--- config.mk ---
export PLATFORM = sky130hd
export DESIGN_NAME = lvt_table
export DESIGN_NICKNAME = d
export VERILOG_FILES = /design/src/rtl/lvt_table_pkg.sv /design/src/rtl/lvt_sat_counter.sv /design/src/rtl/lvt_table.sv
export SDC_FILE = /design/constraint.sdc
export NUM_CORES = 1
export LEC_CHECK = 0
export BUFFER_PORTS_ARGS = -buffer_cell sky130_fd_sc_hd__buf_2
export CAP_MARGIN = 15
export CORE_MARGIN = 2
export CORE_UTILIZATION = 40
export CTS_BUF_LIST = sky130_fd_sc_hd__clkbuf_8
export DETAILED_ROUTE_END_ITERATION = 10
export GPL_TIMING_DRIVEN = 0
export SLEW_MARGIN = 0
export SYNTH_ARGS = -nofsm -noshare
export SYNTH_HDL_FRONTEND = slang
export SYNTH_SLANG_ARGS = --single-unit
--- constraint.sdc ---
create_clock -name clk_i -period 1.73 [get_ports clk_i]
set_input_delay 0.2595 -clock clk_i [delete_from_list [all_inputs] [get_ports clk_i]]
set_output_delay 0.2595 -clock clk_i [all_outputs]
set_load 0.01 [all_outputs]
--- src/rtl/lvt_table_pkg.sv ---
// Shared types for the two-write-port LVT register file: bank selector encoding
// and default geometry used by the table, bank RAMs and word multiplexers.
package lvt_table_pkg;

  localparam int LVT_ENTRY_W   = 1;
  localparam int ADDR_WIDTH_DEF = 4;
  localparam int DEPTH_DEF      = 16;
  localparam int CNT_WIDTH_DEF  = 8;

  // Which write bank last wrote a register; drives the 2:1 word mux select.
  typedef enum logic [LVT_ENTRY_W-1:0] {
    BANK_0 = 1'b0,
    BANK_1 = 1'b1
  } lvt_entry_t;

endpackage

--- src/rtl/lvt_sat_counter.sv ---
// Parameterised up-counter that stops at its all-ones value instead of wrapping.
module lvt_sat_counter #(
  parameter int WIDTH = 8
) (
  input  logic             clk_i,
  input  logic             rst_ni,
  input  logic             inc_i,
  output logic [WIDTH-1:0] count_o
);

  localparam logic [WIDTH-1:0] MAX_VAL = '1;

  always_ff @(posedge clk_i) begin
    if (!rst_ni) begin
      count_o <= '0;
    end else if (inc_i && (count_o != MAX_VAL)) begin
      count_o <= count_o + WIDTH'(1);
    end
  end

endmodule

--- src/rtl/lvt_table.sv ---
// Live value table: per-address record of the last writing bank, read out with
// the same one-cycle, read-first timing as the bank RAMs.
//
// Interface timing: there is no valid/ready handshake. Every input is sampled on
// every rising clk_i edge; writes are qualified only by we0_i/we1_i, reads are
// unconditional, and the block never stalls.
module lvt_table
  import lvt_table_pkg::*;
#(
  parameter int ADDR_WIDTH = ADDR_WIDTH_DEF,
  parameter int DEPTH      = DEPTH_DEF,
  parameter int CNT_WIDTH  = CNT_WIDTH_DEF
) (
  input  logic                  clk_i,
  input  logic                  rst_ni,
  input  logic                  we0_i,
  input  logic [ADDR_WIDTH-1:0] waddr0_i,
  input  logic                  we1_i,
  input  logic [ADDR_WIDTH-1:0] waddr1_i,
  input  logic [ADDR_WIDTH-1:0] raddr0_i,
  input  logic [ADDR_WIDTH-1:0] raddr1_i,
  output lvt_entry_t            sel0_o,
  output lvt_entry_t            sel1_o,
  output logic                  conflict_o,
  output logic [CNT_WIDTH-1:0]  conflict_cnt_o
);

  lvt_entry_t table_q [DEPTH];
  logic       conflict_d;

  assign conflict_d = we0_i && we1_i && (waddr0_i == waddr1_i);

  // Port 1 is written after port 0 so it wins a same-address collision.
  always_ff @(posedge clk_i) begin
    if (!rst_ni) begin
      for (int i = 0; i < DEPTH; i++) begin
        table_q[i] <= BANK_0;
      end
    end else begin
      if (we0_i) table_q[waddr0_i] <= BANK_0;
      if (we1_i) table_q[waddr1_i] <= BANK_1;
    end
  end

  // Reads sample the pre-write table contents, giving read-first behaviour.
  always_ff @(posedge clk_i) begin
    if (!rst_ni) begin
      sel0_o     <= BANK_0;
      sel1_o     <= BANK_0;
      conflict_o <= 1'b0;
    end else begin
      sel0_o     <= table_q[raddr0_i];
      sel1_o     <= table_q[raddr1_i];
      conflict_o <= conflict_d;
    end
  end

  lvt_sat_counter #(
    .WIDTH (CNT_WIDTH)
  ) u_conflict_cnt (
    .clk_i   (clk_i),
    .rst_ni  (rst_ni),
    .inc_i   (conflict_d),
    .count_o (conflict_cnt_o)
  );

endmodule

==> results of run 1 <==
## what timing repair did
action	4_1_cts	5_1_grt
setup buffers	0	0
endpoints found under the setup margin	0	6
resized for setup	0	7
## cell usage in the layout (no fill, tap or decap), types with 2 or more instances in the layout
cell      instances
and3_1            3
nand2_1           9
or3_1             4
nand2b_1          5
and2_1            2
a211oi_1          2
inv_1             3
or4_1             3
dfxtp_1          27
nor2_1            4
o211ai_1         12
nand4_1           3
o311ai_0          4
buf_2            31
mux4_1            8
mux4_2            2
a21oi_1           5
o31ai_1           3
nand3_1           5
xnor2_1           4
clkbuf_1          2
nand4b_1          2
a31oi_1           2
o21ai_0          18
clkbuf_8          3
## cell type report
type / instances / area [sq um]
clock inverters: 1 / 7.507
fillers: 326 / 1689
repair buffers: 29 / 145.1
flip-flops and latches: 27 / 540.5
multi-input cells: 107 / 872.1
clock buffers: 3 / 41.29
plain buffers: 5 / 25.02
inverters: 3 / 11.26
well taps: 46 / 57.56
## final timing paths
check                                   end  slack, ps  depth (start not counted)
setup / recovery  u_conflict_cnt.count_o[3]        140                          6
hold / removal    u_conflict_cnt.count_o[5]        330                          3
setup reg to reg  u_conflict_cnt.count_o[3]        140                          6
hold reg to reg   u_conflict_cnt.count_o[6]        520                          1
## cell families (layout without fill, tap and decap cells)
family | after synthesis | after routing
compound gates | 47 | 47
simple gates | 44 | 44
flops | 27 | 27
mux | 11 | 11
buf+inv | 8 | 41
xor+xnor | 4 | 4
fa+ha+maj | 1 | 1
## metrics by stage
step / cells / total power [mW]
CTS: 221 / 1.148
detailed placement: 217 / 0.7889
finish: 221 / 1.140
floorplan: 142 / 0.7238
global route: 221 / 1.201
global placement: 217 / 0.7841
## synth_stat cells
cell / number / area share
dfxtp_1: 27 / 0.38
o21ai_0: 18 / 0.063
o211ai_1: 12 / 0.063
nand2_1: 9 / 0.024
mux4_1: 8 / 0.15
a21oi_1: 5 / 0.017
nand2b_1: 5 / 0.022
nand3_1: 5 / 0.017
nor2_1: 4 / 0.010
o311ai_0: 4 / 0.024
or3_1: 4 / 0.017
xnor2_1: 4 / 0.024
and3_1: 3 / 0.013
clkbuf_1: 3 / 0.0078
inv_1: 3 / 0.0078
nand4_1: 3 / 0.013
o31ai_1: 3 / 0.016
or4_1: 3 / 0.016
a211oi_1: 2 / 0.010
a31oi_1: 2 / 0.0087
and2_1: 2 / 0.0087
buf_2: 2 / 0.0070
mux4_2: 2 / 0.031
nand4b_1: 2 / 0.012
and4_1: 1 / 0.0061
and4b_1: 1 / 0.0070
ha_1: 1 / 0.0087
mux2i_1: 1 / 0.0070
nor4_1: 1 / 0.0044
o2111ai_1: 1 / 0.0061
or2_2: 1 / 0.0044
## routing by layer
metal / track usage / up-vias
li1: - / 643
met1: 0.2617 / 628
met2: 0.3177 / 37
met3: 0.02641 / 2
met4: 0.04891 / 0
met5: 0 / -
## flip-flops by register name (all words and copies together) (netlist names)
| register | flops |
|---|---|
| conflict_o | 1 |
| sel0_o | 1 |
| u_conflict_cnt.count_o | 8 |
| sel1_o | 1 |
| table_q | 16 |
## tightest hold or removal path, cell delays in order
cell and delay [ps]:
buf_2 150, nand2b_1 80, mux2i_1 70
## power by group
part	total (mW)	switching [mW]	internal [mW]
combinational	0.139	0.0811	0.0575
clock	0.363	0.200	0.163
sequential	0.638	0.00686	0.631
total	1.14	0.288	0.852
==> flow_summary_export.csv, run 1 <==
group,metric,value,unit
status,status,"finished clean",
global_routing,overflow,0,
critical_path,crit_path_start_kind,"flip-flop",
power_and_ir_drop,ir_worst_vdd,0.2661,mV
sta,fmax,630.4,MHz
critical_path,path_buf_inv,1,
critical_path,crit_required,1950,ps
hold_path,hp-class,"input port to flip-flop",
hold_path,hp-start,"rst_ni",
die,dieWidth,63.93,um
synthesis,synthesis.nets,163,
critical_path,crit_family,"simple AND/OR/NAND/NOR gates",
clocking,cts_sinks,27,
critical_path,end_kind,"flip-flop",
critical_path,cp_cell_sequence,"ha_2 > nand3_1 > o2111ai_1 > buf_4 > or4_1 > a21oi_1",
sta,setup_viol,0,
critical_path,crit_start,"u_conflict_cnt.count_o[0]",
drt,wl_met1,1676,um
global_routing,grt_pass1_vias,1309,
place,gp_congestion,0.8419,
sta,finClkSkew,10.32,ps
drt,drt_iter0_drc,72,
drt,via_per_inst,5.928,
sta,setup_slack,143.6,ps
place,portBuffers,29,
clocking,clkTransAtPathRegs,100,ps
critical_path,crit_fanout,10,
synthesis,syn_inst,142,
die,die_y,63.93,um
die,start_util,0.4238,
drt,wl,3601,um
drt,drc,0,
sta,rsz0062_at_grt,"false",
cells_and_area,area_growth,18.38,%
synthesis,yosys.area_share.simple,0.1751,
power_and_ir_drop,power.density_cell_area,670.4,nW/um^2
synthesis,synth_xor_area_frac,0.02439,
critical_path,cp.arrival,1800,ps
place,post-dp-hpwl,2876,um
clocking,cts_root_buffer,"clkbuf_8",
cells_and_area,num-nets-final,197,
flow_run,cap_violations,0,
sta,period_needed,1586,ps
sta,slew_viol_final,0,
synthesis,synth_top_family_by_area,"compound AO/OA/AOI/OAI gates",
power_and_ir_drop,total_leakage_power,0.6471,nW
cells_and_area,postLayoutCoreUtil,0.5017,
synthesis,muxShareOfSynthArea,0.1847,
drt,num_vias,1310,
clocking,cts_tree,"yes",
drt,route.met3.wl,152,um
sta,tns,0,ps
place,place_ws,-7.835,ps
sta,hold_slack,328.4,ps
cells_and_area,antenna_cells,0,
cells_and_area,drive_above_1_share,0.2343,
critical_path,slowest_stage,"or4_1",
global_routing,grt_max_degree,17,
sta,slew-limit-headroom,0.7102,
clocking,numCtsBuffers,3,
drt,met2WireLength,1752,um
synthesis,yosysSeqAreaShare,0.3763,
synthesis,synthAdderAreaFrac,0.008711,
clocking,hold_buffers,0,
synthesis,synth-compound-area-share,0.2082,
die,die-area,4086,sq um
clocking,clock_latency,270,ps
global_routing,antenna_found_initial,0,
drt,routed.top_layer,"met4",
drt,ant_nets,0,
synthesis,yosys_warnings,0,
die,num_rows,21,
drt,first_pass_iters,4,
synthesis,synthesis.area,1436,sq um
die,core_area,3390,sq um
drt,post_drt_wl_per_cell,16.29,um
die,io_pins,31,
global_routing,grt_use_total,0.1914,
synthesis,synth_cell_types,31,
synthesis,ys_ff_latch,27,
place,placed_area,1639,sq um
clocking,cts_buffer_depth,2,
clocking,htreeDepth,1,
critical_path,r2r-start,"u_conflict_cnt.count_o[0]",
sta,worst_pin_slew,434.7,ps
sta,period_share,0.9170,
critical_path,cpPeakStageDelay,400,ps
global_routing,grt_pass1_wl,6168,um
sta,finalHoldViolCount,0,
critical_path,criticalPathCategory,"flip-flop to flip-flop",
cells_and_area,final_cell_area,1700,sq um
synthesis,avgSynthCellArea,10.12,sq um
(Power assumes the default switching activity.)
==> run 2, diff against run 1 <==
--- a/config.mk
+++ b/config.mk
@@ -7,7 +7,6 @@
 export LEC_CHECK = 0
 export BUFFER_PORTS_ARGS = -buffer_cell sky130_fd_sc_hd__buf_2
 export CAP_MARGIN = 15
-export CORE_MARGIN = 2
 export CORE_UTILIZATION = 40
 export CTS_BUF_LIST = sky130_fd_sc_hd__clkbuf_8
 export DETAILED_ROUTE_END_ITERATION = 10
==> run 2 against run 1 <==
Effect of this change: sequential cell count did not move; clock skew fell by 5.8 ps; global-route usage rose by 0.96 points; design area fell by 0.22%; sequential power barely moved; combinational power barely moved; fmax fell by 0.92%; die area fell by 6.2%; setup slack got worse by 15 ps; critical path type unchanged.
==> flow_summary_export.csv, run 2 (synthesized netlist as in run 1, its figures left out) <==
group,metric,value,unit
drt,post_drt_wl_per_cell,15.90,um
place,portBuffers,29,
critical_path,cp.arrival,1810,ps
clocking,htreeDepth,1,
critical_path,cp_cell_sequence,"ha_2 > nand3_1 > o2111ai_1 > clkbuf_4 > or4_1 > a21oi_1",
global_routing,overflow,0,
clocking,hold_buffers,0,
die,num_rows,21,
cells_and_area,final_cell_mix,"buf_2 (31), dfxtp_1 (27), o21ai_0 (18)",
clocking,numCtsBuffers,3,
global_routing,grt_pass1_wl,5609,um
cells_and_area,area_growth,18.12,%
clocking,cts_buffer_depth,2,
drt,num_vias,1294,
global_routing,grtUsageMet1,0.2841,
sta,fmax,624.6,MHz
status,status,"finished clean",
cells_and_area,num-fill-cells,326,
sta,setup_viol,0,
power_and_ir_drop,power.density_cell_area,664.5,nW/um^2
cells_and_area,regMostFlops,"table_q",
sta,period_share,0.9255,
sta,slew-limit-headroom,0.7047,
drt,via_per_inst,5.855,
global_routing,globalRouteMet2Util,0.3195,
clocking,cts_tree,"yes",
power_and_ir_drop,total_leakage_power,0.6524,nW
drt,drc,0,
clocking,clkTransAtPathRegs,90,ps
critical_path,crit_family,"simple AND/OR/NAND/NOR gates",
drt,drt_iter0_drc,76,
power_and_ir_drop,ir_worst_vdd,0.2615,mV
clocking,cts_root_buffer,"clkbuf_8",
hold_path,hp-class,"input port to flip-flop",
drt,first_pass_iters,4,
critical_path,crit_path_start_kind,"flip-flop",
place,post-dp-hpwl,2756,um
critical_path,slowest_stage,"or4_1",
global_routing,antenna_found_initial,0,
global_routing,grt_use_total,0.2010,
die,start_util,0.4238,
global_routing,grt_max_degree,15,
cells_and_area,antenna_cells,0,
critical_path,crit_required,1940,ps
cells_and_area,mostFrequentLayoutCell,"buf_2",
sta,rsz0062_at_grt,"false",
sta,worst_pin_slew,442.9,ps
clocking,clock_latency,270,ps
critical_path,crit_fanout,10,
global_routing,grt_busiest_layer,"met2",
drt,ant_nets,0,
place,placed_cells,217,
critical_path,criticalPathCategory,"flip-flop to flip-flop",
die,io_pins,31,
global_routing,grt_pass1_vias,1175,
sta,hold_slack,328.5,ps
cells_and_area,reg.largest.list,"table_q (16), u_conflict_cnt.count_o (8)",
critical_path,cpPeakStageDelay,410,ps
cells_and_area,num-nets-final,197,
sta,finalHoldViolCount,0,
cells_and_area,largest_reg_flops,16,
place,place_ws,-16.92,ps
clocking,cts_sinks,27,
cells_and_area,fin_cells,221,
global_routing,met3_usage,0.03520,
cells_and_area,drive_above_1_share,0.2286,
sta,setup_slack,128.9,ps
critical_path,path_buf_inv,1,
sta,slew_viol_final,0,
die,die-area,3835,sq um
place,gp_congestion,0.7595,
sta,period_needed,1601,ps
die,die_y,61.93,um
die,dieWidth,61.93,um
sta,finClkSkew,4.514,ps
clocking,post_cts_buffers,0,
flow_run,cap_violations,0,
die,core_area,3390,sq um
critical_path,end_kind,"flip-flop",
drt,wl,3513,um
-- run 2: cell count changes in the layout (fill, tap and decap cells not counted), sizes merged --
| cell | change |
|---|---|
| clkinvlp | -1 |
| buf | -1 |
| inv | +1 |
| clkbuf | +1 |
-- run 2: worst register-to-register path, cell delays in order (launching register included) --
cell,delay [ps]
dfxtp_1,350
ha_2,220
nand3_1,90
o2111ai_1,130
clkbuf_4,210
or4_1,410
a21oi_1,140
-- run 2: timing repair --
action	in CTS	in global routing
setup endpoints to repair	1	6
gates cloned	0	0
gates resized for setup	1	5
-- run 2: area by class of cell --
cell class	count	area, sq um	area share
plain buffers	5	25.02	0.01475
clock buffers	3	41.29	0.02434
clock inverters	1	3.754	0.002212
inverters	3	11.26	0.006637
multi-input cells	107	872.1	0.5140
flip-flops and latches	27	540.5	0.3186
well taps	46	57.56	0.03392
repair buffers	29	145.1	0.08555
-- run 2: stage by stage --
step | util | setup TNS (ps) | power (mW) | area (sq um)
3_5_place_dp | 0.4836 | -16.92 | 0.7881 | 1639
2_1_floorplan | - | 0 | 0.7238 | 1436
4_1_cts | 0.4987 | 0 | 1.128 | 1690
6_report | 0.5006 | 0 | 1.127 | 1697
3_3_place_gp | 0.4836 | 0 | 0.7841 | 1639
5_1_grt | 0.5006 | 0 | 1.176 | 1697
-- run 2: per-layer routing --
metal | vias up | share of wire
met4 | 0 | 0.0083
met2 | 28 | 0.47
met5 | - | 0
met3 | 4 | 0.037
li1 | 645 | -
met1 | 617 | 0.49
-- run 2: path summary, 6_finish.rpt --
kind / start / slack (ps) / depth (start not counted) / endpoint
worst max-delay path: u_conflict_cnt.count_o[0] / 130 / 6 / u_conflict_cnt.count_o[3]
worst min-delay path: rst_ni / 330 / 3 / u_conflict_cnt.count_o[5]
worst max register to register: u_conflict_cnt.count_o[0] / 130 / 6 / u_conflict_cnt.count_o[3]
worst min register to register: table_q[13] / 520 / 2 / table_q[13]
-- run 2: where the power goes --
part | internal (mW) | total (mW) | switching [mW]
combinational | 0.0573 | 0.138 | 0.0805
clock | 0.159 | 0.352 | 0.193
sequential | 0.631 | 0.638 | 0.00702
==> run 3, diff against run 2 <==
--- a/config.mk
+++ b/config.mk
@@ -11,6 +11,7 @@
 export CTS_BUF_LIST = sky130_fd_sc_hd__clkbuf_8
 export DETAILED_ROUTE_END_ITERATION = 10
 export GPL_TIMING_DRIVEN = 0
+export PLACE_DENSITY = 0.69
 export SLEW_MARGIN = 0
 export SYNTH_ARGS = -nofsm -noshare
 export SYNTH_HDL_FRONTEND = slang
==> run 3 against run 2 <==
Effect of this change: sequential share of layout area hardly changed; combinational power hardly changed; die area stayed put; setup slack worse by 16 ps; hold slack worse by 4.3 ps; critical path depth stayed put; largest cell class unchanged; register-to-register slack worse by 20 ps.
==> flow_summary_export.csv, run 3 (synthesized netlist as in run 1, its figures left out) <==
group,metric,value,unit
critical_path,crit_path_start_kind,"flip-flop",
cells_and_area,postLayoutCoreUtil,0.5002,
place,portBuffers,29,
status,status,"finished clean",
critical_path,reg2regPathDepth,6,
hold_path,hp-class,"input port to flip-flop",
power_and_ir_drop,ir_worst_vdd,0.3452,mV
die,core_area,3390,sq um
critical_path,criticalPathCategory,"flip-flop to flip-flop",
cells_and_area,mostFrequentLayoutCell,"buf_2",
sta,rsz0062_at_grt,"false",
critical_path,end_kind,"flip-flop",
sta,hold_slack,324.1,ps
sta,slew_viol_final,0,
clocking,cts_resized,0,
place,place_ws,-30.38,ps
cells_and_area,fin_cells,221,
power_and_ir_drop,power.density_cell_area,675.0,nW/um^2
clocking,cts_root_buffer,"clkbuf_8",
global_routing,overflow,0,
global_routing,grt_max_degree,17,
critical_path,reg2reg_slack,110,ps
critical_path,crit_fanout,10,
critical_path,crit_required,1960,ps
sta,period_share,0.9345,
place,gp_congestion,0.8535,
drt,via_per_inst,6.036,
sta,finalHoldViolCount,0,
die,io_pins,31,
drt,wl,3482,um
cells_and_area,largest_reg_flops,16,
cells_and_area,num-nets-final,197,
clocking,hold_buffers,0,
clocking,clkTransAtPathRegs,100,ps
sta,worst_pin_slew,418.1,ps
die,num_rows,21,
die,die_y,61.93,um
place,placed_cells,217,
sta,setup_viol,0,
drt,drc,0,
hold_path,hold_depth,3,
die,dieWidth,61.93,um
clocking,post_cts_buffers,0,
drt,post_drt_wl_per_cell,15.76,um
cells_and_area,drive_above_1_share,0.2286,
die,start_util,0.4238,
global_routing,grt_pass1_wl,5340,um
sta,slew-limit-headroom,0.7212,
cells_and_area,final_cell_mix,"buf_2 (32), dfxtp_1 (27), o21ai_0 (18)",
drt,first_pass_iters,4,
clocking,cts_sinks,27,
drt,num_vias,1334,
flow_run,cap_violations,0,
die,die-area,3835,sq um
cells_and_area,num-fill-cells,324,
drt,ant_nets,0,
global_routing,grt_use_total,0.1929,
sta,fmax,618.5,MHz
cells_and_area,antenna_cells,0,
cells_and_area,reg.largest.list,"table_q (16), u_conflict_cnt.count_o (8)",
cells_and_area,area_growth,18.03,%
global_routing,grt_pass1_vias,1215,
cells_and_area,regMostFlops,"table_q",
clocking,htreeDepth,1,
sta,setup_slack,113.2,ps
critical_path,cp.arrival,1840,ps
clocking,clock_latency,280,ps
clocking,cts_buffer_depth,2,
place,post-dp-hpwl,2775,um
power_and_ir_drop,total_leakage_power,0.6486,nW
sta,finClkSkew,12.88,ps
clocking,cts_tree,"yes",
drt,drt_iter0_drc,71,
sta,period_needed,1617,ps
global_routing,antenna_found_initial,0,
clocking,numCtsBuffers,3,
-- run 3: where the power goes --
part	internal [mW]	switching, mW
logic	0.0568	0.0807
registers	0.631	0.00699
clock network	0.164	0.205
total	0.852	0.293
-- run 3: final timing paths --
kind / end / from
worst max register to register: u_conflict_cnt.count_o[3] / u_conflict_cnt.count_o[0]
worst min-delay path: u_conflict_cnt.count_o[5] / rst_ni
worst max-delay path: u_conflict_cnt.count_o[3] / u_conflict_cnt.count_o[0]
worst min register to register: u_conflict_cnt.count_o[5] / u_conflict_cnt.count_o[5]
-- run 3: metrics by stage --
step                      setup TNS (ps)  area (sq um)  total power, mW
after global placement                 0          1639           0.7818
after detailed placement          -30.38          1639           0.7877
final                                  0          1695            1.144
after global routing                   0          1695            1.189
after CTS                              0          1688            1.151
after floorplan                        0          1436           0.7238
-- run 3: area by class of cell --
| class | instances | area [sq um] | share of cell area |
|---|---|---|---|
| Buffer | 5 | 22.52 | 0.01328 |
| Clock buffer | 3 | 41.29 | 0.02435 |
| Clock inverter | 1 | 7.507 | 0.004428 |
| Inverter | 3 | 11.26 | 0.006642 |
| Multi-Input combinational cell | 107 | 869.6 | 0.5129 |
| Sequential cell | 27 | 540.5 | 0.3188 |
| Tap cell | 46 | 57.56 | 0.03395 |
| Timing Repair Buffer | 29 | 145.1 | 0.08561 |
-- run 3: critical path, cell delays in order, from the launching register on --
cell and delay (ps):
dfxtp_1 360, ha_1 250, nand3_1 100, o2111ai_1 110, buf_2 190, or4_1 410, a21oi_1 140
-- run 3: per-layer routing --
layer / track usage / part of all wire / vias up
met5: 0 / 0 / -
met4: 0.06667 / 0.0092 / 0
met3: 0.03106 / 0.046 / 2
met2: 0.3272 / 0.48 / 43
met1: 0.2497 / 0.46 / 646
li1: - / - / 643
